$ cat src/rtl/rd_ram_source_ctrl_pp_if.sv
// Bus bundle for the RAM-to-FIFO source controller.
// The slave modport is the controller's view. The master modport is the
// environment's view: requester, RAM and downstream FIFO.
interface rd_ram_source_ctrl_pp_if #(
  parameter int DATA_W = 16,
  parameter int OFS_W  = 9,
  parameter int BUF_W  = 1,
  parameter int LEN_W  = 16
);
  // request side
  logic                   start;
  logic [BUF_W-1:0]       start_buf;
  logic [LEN_W-1:0]       dat_length;
  logic                   abort;
  // RAM side
  logic                   ram_ready;
  logic                   ram_rd_en;
  logic [BUF_W+OFS_W-1:0] ram_addr;
  logic [DATA_W-1:0]      ram_dout;
  // FIFO side
  logic                   out_afull;
  logic [DATA_W-1:0]      dat_out;
  logic                   en_out;
  // status
  logic                   busy;
  logic                   done;
  logic [BUF_W-1:0]       done_buf;
  logic                   err_len;

  modport slave (
    input  start, start_buf, dat_length, abort, ram_ready, out_afull, ram_dout,
    output ram_rd_en, ram_addr, dat_out, en_out, busy, done, done_buf, err_len
  );

  modport master (
    output start, start_buf, dat_length, abort, ram_ready, out_afull, ram_dout,
    input  ram_rd_en, ram_addr, dat_out, en_out, busy, done, done_buf, err_len
  );
endinterface

$ cat src/rtl/rd_ram_source_ctrl_pp.sv
// Streams a byte-length-defined record out of one of 2^BUF_W equal RAM
// buffers into a downstream FIFO. It honours registered almost-full
// backpressure and supports a RAM read latency of 1..3 cycles.
module rd_ram_source_ctrl_pp #(
  parameter int DATA_W = 16,
  parameter int OFS_W  = 9,
  parameter int BUF_W  = 1,
  parameter int LEN_W  = 16,
  parameter int RD_LAT = 1
) (
  input  logic clk,
  input  logic reset,
  rd_ram_source_ctrl_pp_if.slave bus
);

  localparam int BPW = DATA_W / 8;
  localparam logic [LEN_W:0] DEPTH   = (LEN_W+1)'(1) << OFS_W;
  localparam logic [OFS_W:0] DEPTH_W = (OFS_W+1)'(1) << OFS_W;

  typedef enum logic [2:0] {IDLE, WAIT_RDY, READ, DRAIN, DONE} state_t;

  state_t                 state;
  logic [BUF_W-1:0]       buf_q;
  logic [OFS_W:0]         words_q;
  logic [OFS_W:0]         cnt;       // words already issued, including the one on the bus now
  logic                   afull_q;
  logic                   rd_en;
  logic [BUF_W+OFS_W-1:0] addr;
  logic [RD_LAT:1]        vld;       // vld[k] marks a word issued k cycles ago
  logic [DATA_W-1:0]      dat_q;
  logic                   en_q;
  logic                   busy_q;
  logic                   done_q;
  logic [BUF_W-1:0]       done_buf_q;
  logic                   err_q;

  logic [LEN_W:0]         len_round;
  logic [LEN_W:0]         words_raw;
  logic                   over;
  logic [OFS_W:0]         words_req;
  logic                   abort_take;

  // Word count for the incoming request: round bytes up to whole words, then clamp to one buffer.
  // NOTE: each signal gets a value on every path through always_comb, so no latch is inferred.
  always_comb begin
    len_round = {1'b0, bus.dat_length} + (LEN_W+1)'(BPW - 1);
    words_raw = len_round / (LEN_W+1)'(BPW);
    over      = words_raw > DEPTH;
    words_req = over ? DEPTH_W : words_raw[OFS_W:0];
  end

  assign abort_take = bus.abort && (state != IDLE);

  // Control FSM with registered RAM strobe, address and status outputs.
  // NOTE: state uses non-blocking assignments, so every branch reads the pre-edge values.
  always_ff @(posedge clk) begin
    // NOTE: the reset is synchronous and is sampled only on the clock edge.
    if (reset) begin
      state      <= IDLE;
      buf_q      <= '0;
      words_q    <= '0;
      cnt        <= '0;
      afull_q    <= 1'b0;
      rd_en      <= 1'b0;
      addr       <= '0;
      busy_q     <= 1'b0;
      done_q     <= 1'b0;
      done_buf_q <= '0;
      err_q      <= 1'b0;
    end else begin
      afull_q <= bus.out_afull;
      done_q  <= 1'b0;
      if (abort_take) begin
        state  <= IDLE;
        busy_q <= 1'b0;
        rd_en  <= 1'b0;
      end else begin
        case (state)
          IDLE: begin
            if (bus.start && !bus.abort) begin
              buf_q   <= bus.start_buf;
              words_q <= words_req;
              err_q   <= over;
              busy_q  <= 1'b1;
              cnt     <= '0;
              if (words_req == '0) begin
                state      <= DONE;
                done_q     <= 1'b1;
                done_buf_q <= bus.start_buf;
              end else begin
                state <= WAIT_RDY;
              end
            end
          end
          WAIT_RDY: begin
            if (bus.ram_ready && !afull_q) begin
              // NOTE: the next-cycle value of afull_q is out_afull now. The strobe is
              // therefore decided one edge early from out_afull, which gives the same
              // cycle behaviour as gating a combinational strobe with afull_q.
              state <= READ;
              addr  <= {buf_q, {OFS_W{1'b0}}};
              rd_en <= !bus.out_afull;
              cnt   <= {{OFS_W{1'b0}}, !bus.out_afull};
            end
          end
          READ: begin
            if (cnt == words_q) begin
              // the last word is on the bus in this cycle
              rd_en <= 1'b0;
              state <= DRAIN;
            end else begin
              rd_en <= !bus.out_afull;
              if (!bus.out_afull) begin
                addr <= {buf_q, cnt[OFS_W-1:0]};
                cnt  <= cnt + (OFS_W+1)'(1);
              end
            end
          end
          DRAIN: begin
            if (vld == '0) begin
              state      <= DONE;
              done_q     <= 1'b1;
              done_buf_q <= buf_q;
            end
          end
          DONE: begin
            state  <= IDLE;
            busy_q <= 1'b0;
          end
          default: state <= IDLE;
        endcase
      end
    end
  end

  // Read-data pipeline: track issued words for RD_LAT cycles, then forward RAM data to the FIFO.
  always_ff @(posedge clk) begin
    if (reset) begin
      vld   <= '0;
      en_q  <= 1'b0;
      dat_q <= '0;
    end else if (abort_take) begin
      vld  <= '0;
      en_q <= 1'b0;
    end else begin
      vld[1] <= rd_en;
      for (int i = 2; i <= RD_LAT; i++) vld[i] <= vld[i-1];
      en_q <= vld[RD_LAT];
      if (vld[RD_LAT]) dat_q <= bus.ram_dout;
    end
  end

  assign bus.ram_rd_en = rd_en;
  assign bus.ram_addr  = addr;
  assign bus.dat_out   = dat_q;
  assign bus.en_out    = en_q;
  assign bus.busy      = busy_q;
  assign bus.done      = done_q;
  assign bus.done_buf  = done_buf_q;
  assign bus.err_len   = err_q;

endmodule
$ cat src/flat_wrapper.sv
// flat-port wrapper written by rule: the top's interface ports become plain ports
module rd_ram_source_ctrl_pp_flat 
#(
  parameter int DATA_W = 16,
  parameter int OFS_W  = 9,
  parameter int BUF_W  = 1,
  parameter int LEN_W  = 16,
  parameter int RD_LAT = 1
)
  (clk, reset, bus_start, bus_start_buf, bus_dat_length, bus_abort, bus_ram_ready, bus_out_afull, bus_ram_dout, bus_ram_rd_en, bus_ram_addr, bus_dat_out, bus_en_out, bus_busy, bus_done, bus_done_buf, bus_err_len);
  rd_ram_source_ctrl_pp_if #(.DATA_W(DATA_W), .OFS_W(OFS_W), .BUF_W(BUF_W), .LEN_W(LEN_W)) bus_i ();
  input  logic clk;
  input  logic reset;
  input wire logic [$bits(bus_i.start)-1:0] bus_start;
  input wire logic [$bits(bus_i.start_buf)-1:0] bus_start_buf;
  input wire logic [$bits(bus_i.dat_length)-1:0] bus_dat_length;
  input wire logic [$bits(bus_i.abort)-1:0] bus_abort;
  input wire logic [$bits(bus_i.ram_ready)-1:0] bus_ram_ready;
  input wire logic [$bits(bus_i.out_afull)-1:0] bus_out_afull;
  input wire logic [$bits(bus_i.ram_dout)-1:0] bus_ram_dout;
  output wire logic [$bits(bus_i.ram_rd_en)-1:0] bus_ram_rd_en;
  output wire logic [$bits(bus_i.ram_addr)-1:0] bus_ram_addr;
  output wire logic [$bits(bus_i.dat_out)-1:0] bus_dat_out;
  output wire logic [$bits(bus_i.en_out)-1:0] bus_en_out;
  output wire logic [$bits(bus_i.busy)-1:0] bus_busy;
  output wire logic [$bits(bus_i.done)-1:0] bus_done;
  output wire logic [$bits(bus_i.done_buf)-1:0] bus_done_buf;
  output wire logic [$bits(bus_i.err_len)-1:0] bus_err_len;
  assign bus_i.start = bus_start;
  assign bus_i.start_buf = bus_start_buf;
  assign bus_i.dat_length = bus_dat_length;
  assign bus_i.abort = bus_abort;
  assign bus_i.ram_ready = bus_ram_ready;
  assign bus_i.out_afull = bus_out_afull;
  assign bus_i.ram_dout = bus_ram_dout;
  assign bus_ram_rd_en = bus_i.ram_rd_en;
  assign bus_ram_addr = bus_i.ram_addr;
  assign bus_dat_out = bus_i.dat_out;
  assign bus_en_out = bus_i.en_out;
  assign bus_busy = bus_i.busy;
  assign bus_done = bus_i.done;
  assign bus_done_buf = bus_i.done_buf;
  assign bus_err_len = bus_i.err_len;
  rd_ram_source_ctrl_pp #(.DATA_W(DATA_W), .OFS_W(OFS_W), .BUF_W(BUF_W), .LEN_W(LEN_W), .RD_LAT(RD_LAT)) u_core (.clk(clk), .reset(reset), .bus(bus_i));
endmodule
$ cat config.mk
export PLATFORM = sky130hd
export DESIGN_NAME = rd_ram_source_ctrl_pp_flat
export DESIGN_NICKNAME = d
export VERILOG_FILES = /design/src/rtl/rd_ram_source_ctrl_pp_if.sv /design/src/rtl/rd_ram_source_ctrl_pp.sv /design/src/flat_wrapper.sv
export SDC_FILE = /design/constraint.sdc
export NUM_CORES = 1
export LEC_CHECK = 0
export BUFFER_PORTS_ARGS = -buffer_cell sky130_fd_sc_hd__buf_2
export CAP_MARGIN = 40
export CORE_ASPECT_RATIO = 0.6
export CORE_UTILIZATION = 53
export CTS_CLUSTER_DIAMETER = 120
export CTS_CLUSTER_SIZE = 24
export DETAILED_ROUTE_END_ITERATION = 8
export PLACE_DENSITY = 0.88
export SYNTH_ARGS = -nofsm -noshare
export SYNTH_HDL_FRONTEND = slang
export SYNTH_SLANG_ARGS = --single-unit
$ cat constraint.sdc
create_clock -name clk -period 2.7 [get_ports clk]
set_clock_uncertainty 0.05 [all_clocks]
set_input_delay 0.27 -clock clk [delete_from_list [all_inputs] [get_ports clk]]
set_output_delay 0.27 -clock clk [all_outputs]
set_load 0.01 [all_outputs]
-- Word level (Yosys, flattened, before mapping)
Cells that the tools add are included.
- $add $sub $neg: 2
- $lt $le $gt $ge: 1
- eq/ne operators: 12
- mux-type cells: 29
- bitwise gates (word level): 1
- reduce and logical (&&, ||, !) cells: 22
- operators with widths (operator ; number):
    $mux W10 ; 8
    $pmux W10 S3 ; 1
    $pmux W10 S2 ; 1
    $add A16 B1 Y17 const B ; 1
    $gt A16 B10 Y1 const B ; 1
    $mux W3 ; 5
    $pmux W3 S4 ; 1
    $add A10 B1 Y10 const B ; 1
    $eq A10 B10 Y1 ; 1
    $logic_not A10 Y1 ; 1
    $reduce_and A5 Y1 ; 2
    $mux W1 ; 9
    $ne A2 B1 Y1 const B ; 4
    $pmux W1 S2 ; 4
    $eq A3 B2 Y1 const B ; 2
    $ne A2 B2 Y1 const B ; 3
    $reduce_and A2 Y1 ; 3
    $reduce_and A6 Y1 ; 1
    $reduce_bool A2 Y1 ; 3
    $reduce_bool A3 Y1 ; 2
    $reduce_and A4 Y1 ; 1
    $eq A3 B1 Y1 const B ; 1
    $eq A3 B3 Y1 const B ; 1
    $logic_and A1 B1 Y1 ; 3
    other kinds (5) ; 7
- flip-flop bits (word level): 58
- input bits: 39
- output and inout bits: 32
- logic and storage cells: 81

-- Depth between registers and ports, before layout
Gate-level depths: netlist (run 1).
- depth in word-level cells: 7
- depth in mapped cells: 8
- mapped depth without buffers: 7

-- Worst setup path before layout (run 1)
OpenSTA, ideal clock, no wires.
- path type: input-to-reg
- start point: in bus_dat_length[0]
- end point: reg u_core.done_buf_q, in the netlist u_core.bus.done_buf
- library setup time: 123 ps
- data arrival time: 1854 ps
- data required time: 2527 ps
- path slack: 672 ps
- stages on the path: 8
- buffers on the path: 1
- cells stage by stage: ha_1 -> buf_2 -> nand4_1 -> o21ai_0 -> nand3_1 -> nor4_4 -> a31oi_1 -> mux2_1
- longest elaborated chain between the ends: 6
- RTL lines (item ; line ; source):
    start: declaration ; flat_wrapper.sv:16 ; input wire logic [$bits(bus_i.dat_length)-1:0] bus_dat_length;
    $add A16 B1 Y17 (*) ; rd_ram_source_ctrl_pp.sv:46 ; len_round = {1'b0, bus.dat_length} + (LEN_W+1)'(BPW - 1);
    $gt A16 B10 Y1 ; rd_ram_source_ctrl_pp.sv:48 ; over = words_raw > DEPTH;
    $mux W10 (*) ; rd_ram_source_ctrl_pp.sv:49 ; words_req = over ? DEPTH_W : words_raw[OFS_W:0];
    $logic_not A10 Y1 (*) ; rd_ram_source_ctrl_pp.sv:86 ; if (words_req == '0) begin
    $ne A2 B1 Y1 (no source line) (*) ; n/a ;
    $reduce_and A5 Y1 (no source line) (*) ; n/a ;
    end signal: assignment ; rd_ram_source_ctrl_pp.sv:89 ; done_buf_q <= bus.start_buf;
    end signal: assignment ; rd_ram_source_ctrl_pp.sv:123 ; done_buf_q <= buf_q;
    end: declaration ; rd_ram_source_ctrl_pp.sv:34 ; logic [BUF_W-1:0] done_buf_q;
Every way passes the cells marked *; elsewhere a longest branch is shown, timed or not.
A chain may end at the register's enable or synchronous reset.

-- Worst setup path after layout (run 1)
- start point: reg u_core.state[1]
- end point: reg u_core.cnt[8]
- longest elaborated chain between the ends: 4
- elaborated cells on any way between the ends: 13
- classes of those cells: eq/ne: 6; mux: 1; bitwise: 1; reduce/logical: 5
- RTL lines (item ; line ; source):
    start: declaration ; rd_ram_source_ctrl_pp.sv:22 ; state_t state;
    start signal: assignment ; rd_ram_source_ctrl_pp.sv:59 ; state <= IDLE;
    start signal: assignment ; rd_ram_source_ctrl_pp.sv:74 ; state <= IDLE;
    start signal: assignment ; rd_ram_source_ctrl_pp.sv:87 ; state <= DONE;
    parallel branches: the longest is 4 deep, another holds $reduce_and A6 Y1 ; n/a ;
    end signal: assignment ; rd_ram_source_ctrl_pp.sv:103 ; cnt <= {{OFS_W{1'b0}}, !bus.out_afull};
    end signal: assignment ; rd_ram_source_ctrl_pp.sv:115 ; cnt <= cnt + (OFS_W+1)'(1);
    end: declaration ; rd_ram_source_ctrl_pp.sv:25 ; logic [OFS_W:0] cnt;
Several ways; the timed one is not identified.

==> results of run 1 <==
-- state kept, by name, indices dropped and copies added, names as in the netlist --
register,count
u_core.afull_q,1
u_core.buf_q,1
u_core.bus.busy,1
u_core.bus.dat_out,16
u_core.bus.done,1
u_core.bus.done_buf,1
u_core.bus.en_out,1
u_core.bus.err_len,1
u_core.bus.ram_addr,10
u_core.bus.ram_rd_en,1
u_core.cnt,10
u_core.state,3
u_core.vld,1
u_core.words_q,10
-- worst paths after layout --
| check | slack (ns) | end | start | cells past startpoint |
|---|---|---|---|---|
| worst max register to register | 0.30 | u_core.cnt[8] | u_core.state[1] | 6 |
| worst max-delay path | 0.30 | u_core.cnt[8] | u_core.state[1] | 6 |
| worst min register to register | 0.40 | u_core.bus.ram_addr[8] | u_core.bus.ram_addr[8] | 2 |
| worst min-delay path | 0.11 | u_core.bus.dat_out[5] | bus_ram_dout[5] | 3 |
-- per-stage QoR --
| step | instances | setup slack [ns] |
|---|---|---|
| after floorplan | 362 | 0.6723 |
| after global placement | 483 | 0.3923 |
| after detailed placement | 483 | 0.2349 |
| after CTS | 499 | 0.3154 |
| after global routing | 499 | 0.1234 |
| final | 499 | 0.3032 |
-- cell usage after synthesis (9+ instances only) --
cell / instances / share of area
nand3_1: 13 / 0.022
inv_1: 9 / 0.011
o21ai_0: 10 / 0.017
dfxtp_1: 58 / 0.39
or2_1: 11 / 0.023
xnor2_1: 14 / 0.041
or3_1: 10 / 0.021
nand2_1: 67 / 0.084
nor2_1: 27 / 0.034
nand2b_1: 9 / 0.019
a21oi_1: 42 / 0.070
-- layout make-up --
class	count	area, µm²
flip-flops and latches	58	1161
clock inverters	3	45.04
fillers	404	1650
clock buffers	13	178.9
repair buffers	74	380.4
multi-input cells	276	1698
well taps	66	82.58
inverters	9	33.78
-- power by group --
group | switching (mW) | leakage, nW | internal, mW | total [mW]
clock network | 0.337 | 0.108 | 0.526 | 0.863
logic | 0.126 | 0.798 | 0.0794 | 0.205
registers | 0.0150 | 0.468 | 0.869 | 0.884
-- worst reg2reg max path, stage by stage (launching register included) --
cell	delay, ns
dfxtp_1	0.43
nor3b_2	0.30
nand2_1	0.11
o21a_1	0.14
o41a_1	0.58
or4_1	0.57
a21oi_1	0.14
-- cells by family after synthesis --
logic type	share of synthesized area
buf+inv	0.04193
xor+xnor	0.05283
simple gates	0.3006
mux	0.02390
fa+ha+maj	0.008384
flops	0.3891
compound gates	0.1832
-- per-layer routing --
layer | up-vias | global-route usage | wire (µm)
met2 | 105 | 0.4146 | 3209
met1 | 1339 | 0.3209 | 3242
li1 | 1391 | - | -
met4 | 0 | 0.07249 | 115
met3 | 15 | 0.08421 | 531
met5 | - | 0 | 0
-- cell usage in the layout (no fill, tap or decap), types with 2 or more instances in the layout --
cell type	netlist	final
a21oi_1	42	42
a31oi_1	2	2
and2_1	4	4
buf_2	7	70
buf_4	1	4
clkbuf_8	0	13
clkinvlp_4	0	2
dfxtp_1	58	58
ha_1	2	2
inv_1	9	9
mux2i_1	6	6
nand2_1	67	67
nand2b_1	9	9
nand3_1	13	13
nand4_1	7	7
nor2_1	27	27
nor2b_1	3	3
nor3b_1	2	2
nor4_1	3	3
nor4_4	2	2
o21ai_0	10	10
o311a_1	2	2
o31ai_1	2	2
o31ai_2	3	3
o32ai_2	4	4
o41a_1	2	2
or2_1	11	11
or3_1	10	10
or4_1	2	2
xnor2_1	14	14
xor2_1	4	4
==> run_results.csv, run 1 <==
group,metric,value,unit
status,status,"finished, final reports clean",
drt,wl,7.099,mm
drt,routed_via_density,5.711,
clocking,cts_max_path_buffers,2,
power_and_ir_drop,leakage,1.374,nW
worst_setup_path,cp_top_family,"simple AND/OR/NAND/NOR gates",
timing,tightest_slew,0.6866,ns
worst_setup_path,crit_buf_inv,0,
clocking,cts_resized,0,
global_routing,grt.total_usage,0.2525,
timing,hold_viol,0,
clocking,cts_tree,"built",
clocking,post_cts_buffers,0,
global_routing,grt_pass1_vias,2567,
final_layout,nNetsFinal,469,
worst_setup_path,arrival,2.61,ns
synth,ys_warn_count,0,
power_and_ir_drop,powerDensity,545.5,mW/mm²
drt,drc,0,
clocking,h-tree-depth,3,
timing,timing.final.crit_share,0.8877,
place,finalWeightedCongestion,0.8867,
drt,drt_iter0_drc,235,
global_routing,grt_pass1_wl,11.59,mm
synth,synth-edff-count,0,
drt,wl_per_cell,14.23,µm
final_layout,diodes,0,
worst_setup_path,critPathCaptureType,"flip-flop",
clocking,postCtsHoldBufs,0,
drt,ant_nets,0,
synth,synth-main-ff-cell,"dfxtp_1",
clocking,cts_buffers,9,
worst_setup_path,required,2.92,ns
final_layout,fin_area,0.003580,mm²
synth,synth.distinct_cells,55,
worst_setup_path,critPathMaxFanout,19,
synth,syn_area,0.002984,mm²
job,cap_viol_max_count,0,
worst_setup_path,critPathLaunchType,"flip-flop",
synth,synth-async-reset-ratio,0,
place,portBuffers,70,
global_routing,grt_overflow,0,
worst_setup_path,worst-setup-path-type,"flip-flop to flip-flop",
die,die_y,60.13,µm
timing,finalSetupTns,0,ns
worst_setup_path,path_cells,"nor3b_2, nand2_1, o21a_1, o41a_1, or4_1, a21oi_1",
clocking,cts.sinks,58,
global_routing,grt_max_degree,39,
timing,fin_hold_ws,0.1067,ns
timing,max_slew_margin,0.5422,
timing,rsz0062_at_grt,"no",
drt,num_vias,2850,
final_layout,drive_gt1_frac,0.2517,
clocking,clk-insertion-delay-late,0.34,ns
timing,slew_violations,0,
die,ios,71,
worst_setup_path,slowest_stage,"o41a_1",
worst_setup_path,slowest_delay,0.58,ns
timing,timing.final.crit_period,2.397,ns
synth,syn_nets,403,
power_and_ir_drop,peakVddDrop,0.3593,mV
global_routing,antenna_found_initial,0,
timing,setup_violations,0,
place,dpl_cell_area,0.003356,mm²
final_layout,syn_to_final_growth,19.96,%
synth,synth_area_per_cell,8.243,µm²
synth,netlist_instances,362,
final_layout,postLayoutCoreUtil,0.6845,
die,floorplan.initialDensity,0.5706,
die,fp.dieArea,0.005945,mm²
die,fp-row-count,20,
die,die_width,98.87,µm
synth,ys_seq_elements,58,
timing,fmax,417.2,MHz
synth,yosysSeqAreaShare,0.3891,
die,core,0.005230,mm²
clocking,root_buffer,"clkbuf_8",
clocking,clkTransAtPathRegs,0.07,ns
min_path,worstHoldPathType,"input port to flip-flop",
power_and_ir_drop,p_total,1.953,mW
drt,dr.pass1.iters,5,
place,dpl.hpwl,5.170,mm
Note: power is estimated with default switching activity, not from simulation.
==> inputs of run 2 (changes only) <==
--- a/config.mk
+++ b/config.mk
@@ -13,6 +13,7 @@
 export CTS_CLUSTER_SIZE = 24
 export DETAILED_ROUTE_END_ITERATION = 8
 export PLACE_DENSITY = 0.88
+export REMOVE_ABC_BUFFERS = 1
 export SYNTH_ARGS = -nofsm -noshare
 export SYNTH_HDL_FRONTEND = slang
 export SYNTH_SLANG_ARGS = --single-unit
==> run_results.csv, run 2 (synthesized netlist as in run 1, its figures left out) <==
group,metric,value,unit
drt,wl_met3,557,µm
drt,drc,0,
worst_setup_path,reg2reg_slack,0.28,ns
timing,timing.final.crit_period,2.423,ns
timing,fmax,412.7,MHz
timing,slew_violations,0,
status,status,"finished, final reports clean",
clocking,post_cts_buffers,0,
clocking,cts_buffers,9,
final_layout,final_common_cell,"buf_2",
die,die_y,60.13,µm
worst_setup_path,worst-setup-path-type,"flip-flop to flip-flop",
worst_setup_path,required,2.92,ns
global_routing,grt_overflow,0,
global_routing,grt_max_degree,36,
drt,wl_met1,3.277,mm
final_layout,fin_area,0.003518,mm²
timing,finalSetupTns,0,ns
place,finalWeightedCongestion,0.8656,
global_routing,antenna_found_initial,0,
drt,drt_iter0_drc,180,
min_path,worstHoldPathType,"input port to flip-flop",
timing,setup_violations,0,
power_and_ir_drop,peakVddDrop,0.3693,mV
clocking,cts_max_path_buffers,2,
global_routing,grt_pass1_wl,11.68,mm
clocking,clk-insertion-delay-late,0.34,ns
drt,dr.pass1.iters,4,
worst_setup_path,arrival,2.64,ns
drt,wl_per_cell,14.08,µm
worst_setup_path,critPathCaptureType,"flip-flop",
die,core,0.005230,mm²
global_routing,grt.total_usage,0.2548,
place,portBuffers,70,
final_layout,largest_reg_flops,16,
drt,wl,6.997,mm
worst_setup_path,critPathLaunchType,"flip-flop",
power_and_ir_drop,leakage,1.354,nW
min_path,min_to,"u_core.bus.dat_out[4]",
clocking,h-tree-depth,3,
final_layout,postLayoutCoreUtil,0.6727,
drt,ant_nets,0,
die,die_width,98.87,µm
drt,num_vias,2766,
timing,hold_viol,0,
job,cap_viol_max_count,0,
clocking,cts.sinks,58,
drt,routed_via_density,5.565,
drt,routed.top_layer,"met4",
place,dpl.hpwl,5.214,mm
die,fp.dieArea,0.005945,mm²
die,fp-row-count,20,
final_layout,fillers,430,
clocking,cts_tree,"built",
clocking,postCtsHoldBufs,0,
worst_setup_path,rr_startpoint,"u_core.state[1]",
final_layout,syn_to_final_growth,17.90,%
power_and_ir_drop,powerDensity,508.0,mW/mm²
min_path,min_path_cells,3,
die,ios,71,
clocking,cts_resized,0,
global_routing,grt_pass1_vias,2508,
worst_setup_path,worstReg2RegEnd,"u_core.cnt[8]",
drt,met2WireLength,3.066,mm
worst_setup_path,worstRegToRegCells,6,
place,dpl_cell_area,0.003348,mm²
timing,tightest_slew,0.6732,ns
clocking,clkTransAtPathRegs,0.06,ns
timing,max_slew_margin,0.5495,
die,floorplan.initialDensity,0.5706,
timing,rsz0062_at_grt,"no",
worst_setup_path,critPathMaxFanout,19,
final_layout,drive_gt1_frac,0.2459,
final_layout,diodes,0,
final_layout,nNetsFinal,468,
timing,timing.final.crit_share,0.8975,
min_path,hold_start,"bus_ram_dout[4]",
final_layout,final_cell_mix,"buf_2, nand2_1, dfxtp_1",
clocking,root_buffer,"clkbuf_8",
-- run 2: changes by cell type in the layout (fill, tap and decap cells not counted), sizes merged --
cell / before / now
buf: 74 / 73
clkinv: 0 / 3
bufinv: 1 / 0
clkinvlp: 2 / 0
clkbuf: 13 / 12
-- run 2: worst max-delay path by stage --
| stage | depth (start not counted) | from | end | slack [ns] |
|---|---|---|---|---|
| finish | 6 | u_core.state[1] | u_core.cnt[8] | 0.28 |
| global route | 6 | u_core.cnt[2] | u_core.cnt[7] | 0.09 |
| CTS | 6 | u_core.state[1] | u_core.cnt[8] | 0.28 |
| detailed placement | 8 | bus_dat_length[1] | u_core.bus.done_buf | 0.21 |
| global placement | 8 | bus_dat_length[0] | u_core.bus.done_buf | 0.40 |
| floorplan | 6 | u_core.state[2] | u_core.bus.done_buf | 0.58 |
-- run 2: cell type report --
cell class              instances  area (µm²)  share of cell area
multi-input cells             276        1698              0.4826
flip-flops and latches         58        1161              0.3300
repair buffers                 73       372.9              0.1060
clock buffers                  12       155.1             0.04410
well taps                      66       82.58             0.02347
inverters                       9       33.78            0.009602
clock inverters                 3       15.01            0.004267
-- run 2: worst max-delay path, cell delays in order, from the launching register on --
cell and delay [ns]:
dfxtp_1 0.43, nor3b_2 0.28, nand2_1 0.11, o21a_1 0.14
o41a_1 0.60, or4_1 0.58, a21oi_1 0.15
-- run 2: per-layer routing --
metal,GRT usage,up-vias
met2,0.4086,86
li1,-,1395
met5,0,-
met3,0.1064,12
met1,0.3243,1273
met4,0.05330,0
-- run 2: report_power, final --
group          total, mW  internal [mW]  switching (mW)
registers          0.884          0.869          0.0146
logic              0.201         0.0772           0.124
clock network      0.703          0.373           0.330
total               1.79           1.32           0.468
-- run 2: metrics by stage --
stage	cells	power (mW)	hold slack, ns	setup WS (ns)
after global routing	497	1.855	0.1046	0.08510
after CTS	497	1.796	0.09817	0.2827
after global placement	482	1.093	0.3849	0.4045
final	497	1.787	0.1087	0.2768
after floorplan	343	1.008	0.2867	0.5818
after detailed placement	482	1.100	0.3901	0.2139
==> inputs of run 3 (changes only) <==
--- a/config.mk
+++ b/config.mk
@@ -5,7 +5,7 @@
 export SDC_FILE = /design/constraint.sdc
 export NUM_CORES = 1
 export LEC_CHECK = 0
-export BUFFER_PORTS_ARGS = -buffer_cell sky130_fd_sc_hd__buf_2
+export BUFFER_PORTS_ARGS = -buffer_cell sky130_fd_sc_hd__buf_4
 export CAP_MARGIN = 40
 export CORE_ASPECT_RATIO = 0.6
 export CORE_UTILIZATION = 53
==> run_results.csv, run 3 (synthesized netlist as in run 1, its figures left out) <==
group,metric,value,unit
power_and_ir_drop,leakage,1.405,nW
timing,slew_violations,0,
drt,drt_iter0_drc,227,
min_path,min_to,"u_core.bus.dat_out[7]",
min_path,hold_start,"bus_ram_dout[7]",
final_layout,fillers,384,
clocking,h-tree-depth,3,
final_layout,diodes,0,
worst_setup_path,slowest_stage,"o41a_1",
global_routing,antenna_found_initial,0,
global_routing,grt.total_usage,0.2726,
power_and_ir_drop,peakVddDrop,0.4616,mV
timing,finalSetupTns,0,ns
final_layout,drive_gt1_frac,0.2483,
timing,tightest_slew,0.6418,ns
final_layout,final_cell_mix,"buf_4, nand2_1, dfxtp_1",
place,portBuffers,70,
clocking,clkTransAtPathRegs,0.07,ns
clocking,cts_max_path_buffers,2,
status,status,"finished, final reports clean",
min_path,worstHoldPathType,"input port to flip-flop",
clocking,cts.sinks,58,
worst_setup_path,rr_startpoint,"u_core.state[1]",
timing,timing.final.crit_share,0.9062,
drt,ant_nets,0,
worst_setup_path,arrival,2.67,ns
worst_setup_path,required,2.92,ns
timing,setup_violations,0,
job,cap_viol_max_count,0,
worst_setup_path,critPathCaptureType,"flip-flop",
final_layout,regArea,0.001161,mm²
drt,drc,0,
timing,fin_hold_ws,0.1167,ns
drt,dr.pass1.iters,5,
power_and_ir_drop,p_total,2.043,mW
clocking,cts_tree,"built",
timing,max_slew_margin,0.5705,
final_layout,multi_input_area,0.001698,mm²
worst_setup_path,worst-setup-path-type,"flip-flop to flip-flop",
die,fp-row-count,20,
worst_setup_path,critPathLaunchType,"flip-flop",
drt,wl,7.480,mm
global_routing,grt_max_degree,54,
worst_setup_path,slowest_delay,0.60,ns
timing,hold_viol,0,
clocking,cts_resized,0,
die,floorplan.initialDensity,0.5706,
die,die_width,98.87,µm
final_layout,syn_to_final_growth,25.79,%
global_routing,grt_overflow,0,
final_layout,final_common_cell,"buf_4",
clocking,clk-insertion-delay-late,0.35,ns
place,dpl_cell_area,0.003516,mm²
final_layout,largest_reg_flops,16,
drt,num_vias,2846,
worst_setup_path,worstReg2RegEnd,"u_core.cnt[8]",
place,finalWeightedCongestion,0.8995,
worst_setup_path,critPathMaxFanout,19,
power_and_ir_drop,powerDensity,544.2,mW/mm²
clocking,postCtsHoldBufs,0,
die,ios,71,
global_routing,grt_pass1_vias,2649,
final_layout,fin_area,0.003754,mm²
die,core,0.005230,mm²
drt,routed_via_density,5.726,
worst_setup_path,path_cells,"nor3b_2, nand2_1, o21a_1, o41a_1, or4_1, a21oi_1",
die,fp.dieArea,0.005945,mm²
clocking,cts_buffers,9,
clocking,root_buffer,"clkbuf_8",
worst_setup_path,cp_top_family,"simple AND/OR/NAND/NOR gates",
timing,timing.final.crit_period,2.447,ns
min_path,min_path_cells,3,
timing,rsz0062_at_grt,"no",
place,post-place-ws,0.2703,ns
drt,wl_per_cell,15.05,µm
global_routing,grt_pass1_wl,12.39,mm
timing,fmax,408.7,MHz
clocking,post_cts_buffers,0,
final_layout,nNetsFinal,467,
worst_setup_path,crit_buf_inv,0,
place,dpl.hpwl,5.378,mm
die,die_y,60.13,µm
worst_setup_path,reg2reg_slack,0.25,ns
timing,worst_slack,0.2533,ns
worst_setup_path,worstRegToRegCells,6,
## run 3: changes by cell type in the layout (fill, tap and decap cells not counted)
cell / delta
buf_4: +69
clkbuf_1: -1
clkinv_2: -2
buf_2: -70
bufinv_16: +2
clkinvlp_4: +1
clkbuf_8: +1
## run 3: area by class of cell
cell class              instances  share of cell area
inverters                       9            0.009000
multi-input cells             276              0.4523
clock inverters                 4             0.01933
well taps                      66             0.02200
flip-flops and latches         58              0.3093
clock buffers                  12             0.04400
repair buffers                 72              0.1440
## run 3: metal layers
layer  up-vias  GRT usage  wire length (µm)
met5         -          0                 0
met4         0     0.1087               179
met3        20    0.09942               653
met2       123     0.4126              3303
met1      1317     0.3563              3344
li1       1386          -                 -
## run 3: where the power goes
group / leakage [nW] / switching, mW / internal [mW]
clock: 0.119 / 0.341 / 0.593
sequential: 0.468 / 0.0152 / 0.869
combinational: 0.818 / 0.129 / 0.0957
## run 3: worst max-delay path by stage
stage                      start             endpoint  cells after the start  slack [ns]
5_1_grt          u_core.state[1]        u_core.cnt[6]                      6        0.07
3_3_place_gp   bus_dat_length[0]  u_core.bus.done_buf                      8        0.42
3_5_place_dp   bus_dat_length[0]  u_core.bus.done_buf                      8        0.27
4_1_cts          u_core.state[1]        u_core.cnt[8]                      6        0.27
6_report         u_core.state[1]        u_core.cnt[8]                      6        0.25
2_1_floorplan    u_core.state[2]  u_core.bus.done_buf                      6        0.58
## run 3: worst min-delay path: stages
cell and delay (ns):
buf_4 0.11, nand2_1 0.05, a21oi_1 0.05
## run 3: metrics by stage
| stage | utilization | instances |
|---|---|---|
| floorplan | - | 343 |
| global placement | 0.6722 | 481 |
| detailed placement | 0.6722 | 481 |
| CTS | 0.7177 | 497 |
| global route | 0.7177 | 497 |
| finish | 0.7177 | 497 |
